`config.mk`:
```
export PLATFORM = sky130hd
export DESIGN_NAME = sh7034_ibus_copy
export DESIGN_NICKNAME = d
export VERILOG_FILES = /design/src/rtl/sh7034_ibus_copy.sv
export SDC_FILE = /design/constraint.sdc
export NUM_CORES = 1
export LEC_CHECK = 0
export ABC_AREA = 1
export BUFFER_PORTS_ARGS = -buffer_cell sky130_fd_sc_hd__buf_2
export CAP_MARGIN = 25
export CORE_MARGIN = 1
export CORE_UTILIZATION = 50
export CTS_CLUSTER_DIAMETER = 80
export DETAILED_ROUTE_END_ITERATION = 7
export PLACE_DENSITY = 0.73
export SETUP_SLACK_MARGIN = 0.2
export SLEW_MARGIN = 5
export SYNTH_ARGS = -nofsm -noshare
export SYNTH_HDL_FRONTEND = slang
export SYNTH_SLANG_ARGS = --single-unit
```
`constraint.sdc`:
```
create_clock -name CLK -period 6.72 [get_ports CLK]
set_input_delay 0.336 -clock CLK [delete_from_list [all_inputs] [get_ports CLK]]
set_output_delay 0.336 -clock CLK [all_outputs]
set_load 0.02 [all_outputs]
```
`src/rtl/sh7034_ibus_copy.sv`:
```
// IBUS block-copy initiator: element-wise read-then-write between two address
// ranges, with big-endian lane generation, BUSY/ACT handshake and abort.
module sh7034_ibus_copy #(
    parameter int unsigned CNT_W = 16
) (
    input  logic             CLK,
    input  logic             RST,
    input  logic             CE_R,
    input  logic             CE_F,
    input  logic [27:0]      SRC_A,
    input  logic [27:0]      DST_A,
    input  logic [CNT_W-1:0] COUNT,
    input  logic [1:0]       SIZE,
    input  logic             START,
    input  logic             ABORT,
    output logic [27:0]      IBUS_A,
    output logic [31:0]      IBUS_DO,
    input  logic [31:0]      IBUS_DI,
    output logic [3:0]       IBUS_BA,
    output logic             IBUS_WE,
    output logic             IBUS_REQ,
    input  logic             IBUS_BUSY,
    input  logic             IBUS_ACT,
    output logic             XFER_BUSY,
    output logic             XFER_DONE,
    output logic             XFER_ERR,
    output logic [CNT_W-1:0] XFER_REM
);

    localparam int unsigned AW = 28;
    localparam int unsigned DW = 32;

    typedef enum logic [2:0] {
        S_IDLE,
        S_RD,
        S_RCAP,
        S_WR,
        S_FIN
    } state_t;

    state_t           state_q, state_d;
    logic [AW-1:0]    src_q, src_d;
    logic [AW-1:0]    dst_q, dst_d;
    logic [CNT_W-1:0] rem_q, rem_d;
    logic [1:0]       size_q, size_d;
    logic [DW-1:0]    data_q, data_d;
    logic             cap_q, cap_d;
    logic             abrt_q, abrt_d;
    logic             err_q, err_d;
    logic             busy_q, busy_d;
    logic             done_q, done_d;
    logic [AW-1:0]    a_q, a_d;
    logic [DW-1:0]    do_q, do_d;
    logic [3:0]       ba_q, ba_d;
    logic             we_q, we_d;
    logic             req_q, req_d;

    logic [AW-1:0]    addr_inc;
    logic [AW-1:0]    src_inc;
    logic [AW-1:0]    dst_inc;
    logic [1:0]       noff;
    logic [7:0]       rd_byte;
    logic [15:0]      rd_word;
    logic [DW-1:0]    rd_repl;
    logic [DW-1:0]    data_now;
    logic             misalign;

    // Big-endian lane enables: BA[3] is the byte at offset 0.
    function automatic logic [3:0] lanes(input logic [1:0] a, input logic [1:0] sz);
        case (sz)
            2'd0:    lanes = 4'b1000 >> a;
            2'd1:    lanes = a[1] ? 4'b0011 : 4'b1100;
            default: lanes = 4'b1111;
        endcase
    endfunction

    // Address stepping and right-justified, lane-replicated read data.
    always_comb begin
        addr_inc = AW'(1) << size_q;
        src_inc  = src_q + addr_inc;
        dst_inc  = dst_q + addr_inc;
        noff     = ~src_q[1:0];
        rd_byte  = 8'(IBUS_DI >> {noff, 3'b000});
        rd_word  = src_q[1] ? IBUS_DI[15:0] : IBUS_DI[31:16];
        case (size_q)
            2'd0:    rd_repl = {4{rd_byte}};
            2'd1:    rd_repl = {2{rd_word}};
            default: rd_repl = IBUS_DI;
        endcase
        data_now = cap_q ? data_q : rd_repl;
        misalign = ((SIZE == 2'd1) && (SRC_A[0] || DST_A[0])) ||
                   ((SIZE == 2'd2) && ((SRC_A[1:0] != 2'd0) || (DST_A[1:0] != 2'd0)));
    end

    // Next-state and registered-output logic.
    always_comb begin
        state_d = state_q;
        src_d   = src_q;
        dst_d   = dst_q;
        rem_d   = rem_q;
        size_d  = size_q;
        data_d  = data_q;
        cap_d   = cap_q;
        abrt_d  = abrt_q;
        err_d   = err_q;
        busy_d  = busy_q;
        done_d  = 1'b0;
        a_d     = a_q;
        do_d    = do_q;
        ba_d    = ba_q;
        we_d    = we_q;
        req_d   = req_q;

        if ((state_q == S_RCAP) && CE_F && !cap_q) begin
            data_d = rd_repl;
            cap_d  = 1'b1;
        end

        if (CE_R) begin
            case (state_q)
                S_IDLE: begin
                    if (START) begin
                        src_d  = SRC_A;
                        dst_d  = DST_A;
                        rem_d  = COUNT;
                        size_d = SIZE;
                        err_d  = 1'b0;
                        abrt_d = 1'b0;
                        busy_d = 1'b1;
                        if (COUNT == '0) begin
                            state_d = S_FIN;
                        end else if ((SIZE == 2'd3) || misalign) begin
                            err_d   = 1'b1;
                            state_d = S_FIN;
                        end else begin
                            state_d = S_RD;
                            req_d   = 1'b1;
                            we_d    = 1'b0;
                            a_d     = SRC_A;
                            ba_d    = lanes(SRC_A[1:0], SIZE);
                        end
                    end
                end
                S_RD, S_WR: begin
                    if (ABORT) begin
                        abrt_d  = 1'b1;
                        req_d   = 1'b0;
                        we_d    = 1'b0;
                        state_d = S_FIN;
                    end else if (!IBUS_ACT) begin
                        err_d   = 1'b1;
                        req_d   = 1'b0;
                        we_d    = 1'b0;
                        state_d = S_FIN;
                    end else if (!IBUS_BUSY) begin
                        req_d = 1'b0;
                        we_d  = 1'b0;
                        if (state_q == S_RD) begin
                            cap_d   = 1'b0;
                            state_d = S_RCAP;
                        end else begin
                            src_d = src_inc;
                            dst_d = dst_inc;
                            rem_d = rem_q - CNT_W'(1);
                            if (rem_q == CNT_W'(1)) begin
                                state_d = S_FIN;
                            end else begin
                                state_d = S_RD;
                                req_d   = 1'b1;
                                a_d     = src_inc;
                                ba_d    = lanes(src_inc[1:0], size_q);
                            end
                        end
                    end
                end
                S_RCAP: begin
                    if (ABORT) begin
                        abrt_d  = 1'b1;
                        state_d = S_FIN;
                    end else begin
                        state_d = S_WR;
                        req_d   = 1'b1;
                        we_d    = 1'b1;
                        a_d     = dst_q;
                        ba_d    = lanes(dst_q[1:0], size_q);
                        do_d    = data_now;
                    end
                end
                S_FIN: begin
                    busy_d  = 1'b0;
                    done_d  = !err_q && !abrt_q && !ABORT;
                    state_d = S_IDLE;
                end
                default: state_d = S_IDLE;
            endcase
        end
    end

    // State and datapath registers.
    always_ff @(posedge CLK or posedge RST) begin
        if (RST) begin
            state_q <= S_IDLE;
            src_q   <= '0;
            dst_q   <= '0;
            rem_q   <= '0;
            size_q  <= '0;
            data_q  <= '0;
            cap_q   <= 1'b0;
            abrt_q  <= 1'b0;
            err_q   <= 1'b0;
            busy_q  <= 1'b0;
            done_q  <= 1'b0;
            a_q     <= '0;
            do_q    <= '0;
            ba_q    <= '0;
            we_q    <= 1'b0;
            req_q   <= 1'b0;
        end else begin
            state_q <= state_d;
            src_q   <= src_d;
            dst_q   <= dst_d;
            rem_q   <= rem_d;
            size_q  <= size_d;
            data_q  <= data_d;
            cap_q   <= cap_d;
            abrt_q  <= abrt_d;
            err_q   <= err_d;
            busy_q  <= busy_d;
            done_q  <= done_d;
            a_q     <= a_d;
            do_q    <= do_d;
            ba_q    <= ba_d;
            we_q    <= we_d;
            req_q   <= req_d;
        end
    end

    assign IBUS_A    = a_q;
    assign IBUS_DO   = do_q;
    assign IBUS_BA   = ba_q;
    assign IBUS_WE   = we_q;
    assign IBUS_REQ  = req_q;
    assign XFER_BUSY = busy_q;
    assign XFER_DONE = done_q;
    assign XFER_ERR  = err_q;
    assign XFER_REM  = rem_q;

endmodule

```
==> out/metrics.cfg <==
[status]
status=complete, but fails checks
violations=DRC, hold timing

[route]
drt_first_pass_iters=8
ant_nets=0
routed_wirelength_um=34500
drc=15
num_vias=11700
avgRoutedWirePerCell_um=16.4
initialDrtViolationCount=1087
vias_per_cell=5.57

[die]
die_area_um2=23200
die-height_um=152
start_util_pct=51.4
die_w_um=152
boundaryPins=199
rows=54
core-area_um2=22000

[timing]
timing.final.hold_violations=2
whs_ps=-4.08
fin_skew_ps=14.3
fin_tns_setup_ps=0
finalSetupViolations=0
period_share_pct=56.1
clock.fmax_ghz=0.265
maxSlewViolCount=0
rsz0062_at_grt=no
slew_headroom_pct=28.6
tightestPinTransition_ps=1070
post-route-min-period_ps=3770

[yosys]
ys_seq_area_share_pct=39.8
synthSimpleGateAreaFrac_pct=28.9
synth_compound_area_share_pct=17.1
synth-seq-cells=180
syn-cell-area_um2=11300
syn_nets=1774
yosysUniqueCellTypes=45
synth_top_family_by_area=simple AND/OR/NAND/NOR gates
synth_top_area_share_pct=39.8
yosys.area.top_type=dfrtp_1
synthMuxAreaShare_pct=2.88
synth_fa_ha_area_share_pct=0.885
synth-xor-area-share_pct=0.465
synth-edff-count=0
synth_area_leaders=dfrtp_1 40%, nand2_1 15%, inv_1 6.7%, a21oi_1 6.5%, nor2_1 6.2%
synth-async-reset-ratio_pct=100
avgSynthCellArea_um2=6.85
ys.flop_type=dfrtp_1
yosys_warnings=0
synth_cells=1652

[clock_tree]
clockBufferDepth=2
cts_buffers=17
post_cts_resized=0
holdBufCountCts=0
cts_htree_levels=4
cts_tree=yes
clk_latency_ps=440
cts_sinks=180
cts_post_setup_buffers_inserted=0
root_buffer=clkbuf_16
clkTransAtPathRegs_ps=80

[place]
port_buffers=198
placed_area_um2=12400
gp_congestion=0.945
dp_hpwl_um=24600

[global_route]
antenna_found_initial=0
grt.overflow.total=0
grt_max_degree=81
grt_pass1_vias=10800
grt_pass1_wl_um=55900
grt_usage_pct=30.0

[setup_path]
cp.required_ps=7050
cp_max_fo=68
crit_type=reg2reg
r2r_slack_ps=2950
arrival_ps=4100
worstSetupEndpointType=flop
cp-start-kind=flop

[layout]
synthToLayoutAreaGrowth_pct=15.3
final_cell_area_um2=13000
nets=1930
drive_gt1_share_pct=15.8
n_antenna_cell=0

[pwr]
power.leakage_nw=6.75
ir_drop_mv=0.210
power_density_nw_per_um2=484

[job]
cap_violations=0

[hold_path]
min_path_type=in2async

## worst max-delay path: stages (launching register included)
cell and delay, ps:
dfrtp_1 490, nor2_4 590, inv_2 40, buf_4 360, o21ai_0 250, nand4_1 110
buf_4 350, inv_2 480, buf_4 520, o21ai_0 170, a22o_1 210
## cells by family (layout without fill, tap and decap cells)
group	Yosys count	after routing
muxes	29	29
xor gates and xnor gates	6	6
buffers and inverters	285	454
adders and majority gates	8	8
and+or+nand+nor	794	794
DFF	180	180
AOI/OAI and AO/OA	350	350
## per-layer routing
| layer | part of all wire (%) | GRT usage [%] | up-vias |
|---|---|---|---|
| met5 | 0 | 0 | - |
| met4 | 2.1 | 8.75 | 0 |
| met3 | 7.6 | 4.18 | 46 |
| met2 | 47 | 49.8 | 514 |
| met1 | 44 | 40.8 | 5448 |
| li1 | - | - | 5686 |
## stage by stage
stage	worst slack (ps)	hold slack, ps	std cells	utilization, %	power, mW
after floorplan	1500	457	1652	-	4.27
after global placement	3120	460	2066	56.3	5.18
after detailed placement	3040	461	2068	56.5	5.27
after CTS	3010	44.3	2100	59.1	6.27
after global routing	2620	64.3	2101	59.2	6.81
final	2950	-4.08	2101	59.2	6.31
## synthesized netlist by cell type (9+ instances only)
cell type,n
a21boi_1,11
o21ai_0,131
buf_2,23
nand2_1,441
nor3_1,24
clkbuf_1,40
a21oi_1,146
nand3_1,100
mux2_2,27
nor4_1,9
nand4_1,20
inv_1,203
dfrtp_1,180
nor2_1,186
o211ai_1,14
a22oi_1,16
## cell type report
cell class | instances | area [um2]
multi-input combinational | 1187 | 5680
inverter | 210 | 793
clock inverter | 15 | 145
timing repair buffer | 212 | 1140
clock buffer | 17 | 425
sequential | 180 | 4500
fill | 2140 | 8980
tap | 280 | 350
## layout by cell type (no fill, tap or decap), drive strengths merged, types with 2 or more instances in the layout
cell,synthesis,routed
ha,8,8
a22o,2,2
o221ai,4,4
nor3,26,26
o22ai,8,8
a21o,2,2
buf,33,212
nand2,442,442
a22oi,16,16
o21bai,5,5
clkinv,3,8
nand3,101,101
a21oi,146,146
o21ai,131,131
clkinvlp,0,4
a21boi,14,14
nor4,9,9
mux2,28,28
xor2,4,4
or2,4,4
clkbuf,42,17
nand4,20,20
o211ai,14,14
inv,207,213
xnor2,2,2
a31oi,4,4
and3,2,2
nor2,189,189
dfrtp,180,180
## where the power goes
part | switching [mW] | internal (mW) | total [mW]
Sequential | 0.458 | 1.59 | 2.05
Combinational | 2.23 | 1.04 | 3.27
Clock | 0.501 | 0.491 | 0.993
Total | 3.19 | 3.12 | 6.31
## worst paths after layout
check / endpoint / start / cells past startpoint
setup / recovery: XFER_REM[7]$_DFFE_PP0P_ / state_q[2]$_DFFE_PP0P_ / 10
hold / removal: IBUS_DO[29]$_DFFE_PP0P_ / RST / 2
setup reg to reg: XFER_REM[7]$_DFFE_PP0P_ / state_q[2]$_DFFE_PP0P_ / 10
hold reg to reg: IBUS_A[3]$_DFFE_PP0P_ / IBUS_A[3]$_DFFE_PP0P_ / 2
max in group asynchronous: XFER_REM[9]$_DFFE_PP0P_ / RST / 3
min in group CLK: size_q[1]$_DFFE_PP0P_ / SIZE[1] / 3
## registers in the layout, summed over array words and instances (netlist names), 2 cells and up
register	flops
IBUS_BA	4
size_q	2
XFER_REM	16
dst_q	28
data_q	32
src_q	28
state_q	3
IBUS_DO	32
IBUS_A	28
No activity file was read; power rests on OpenSTA's default activity.
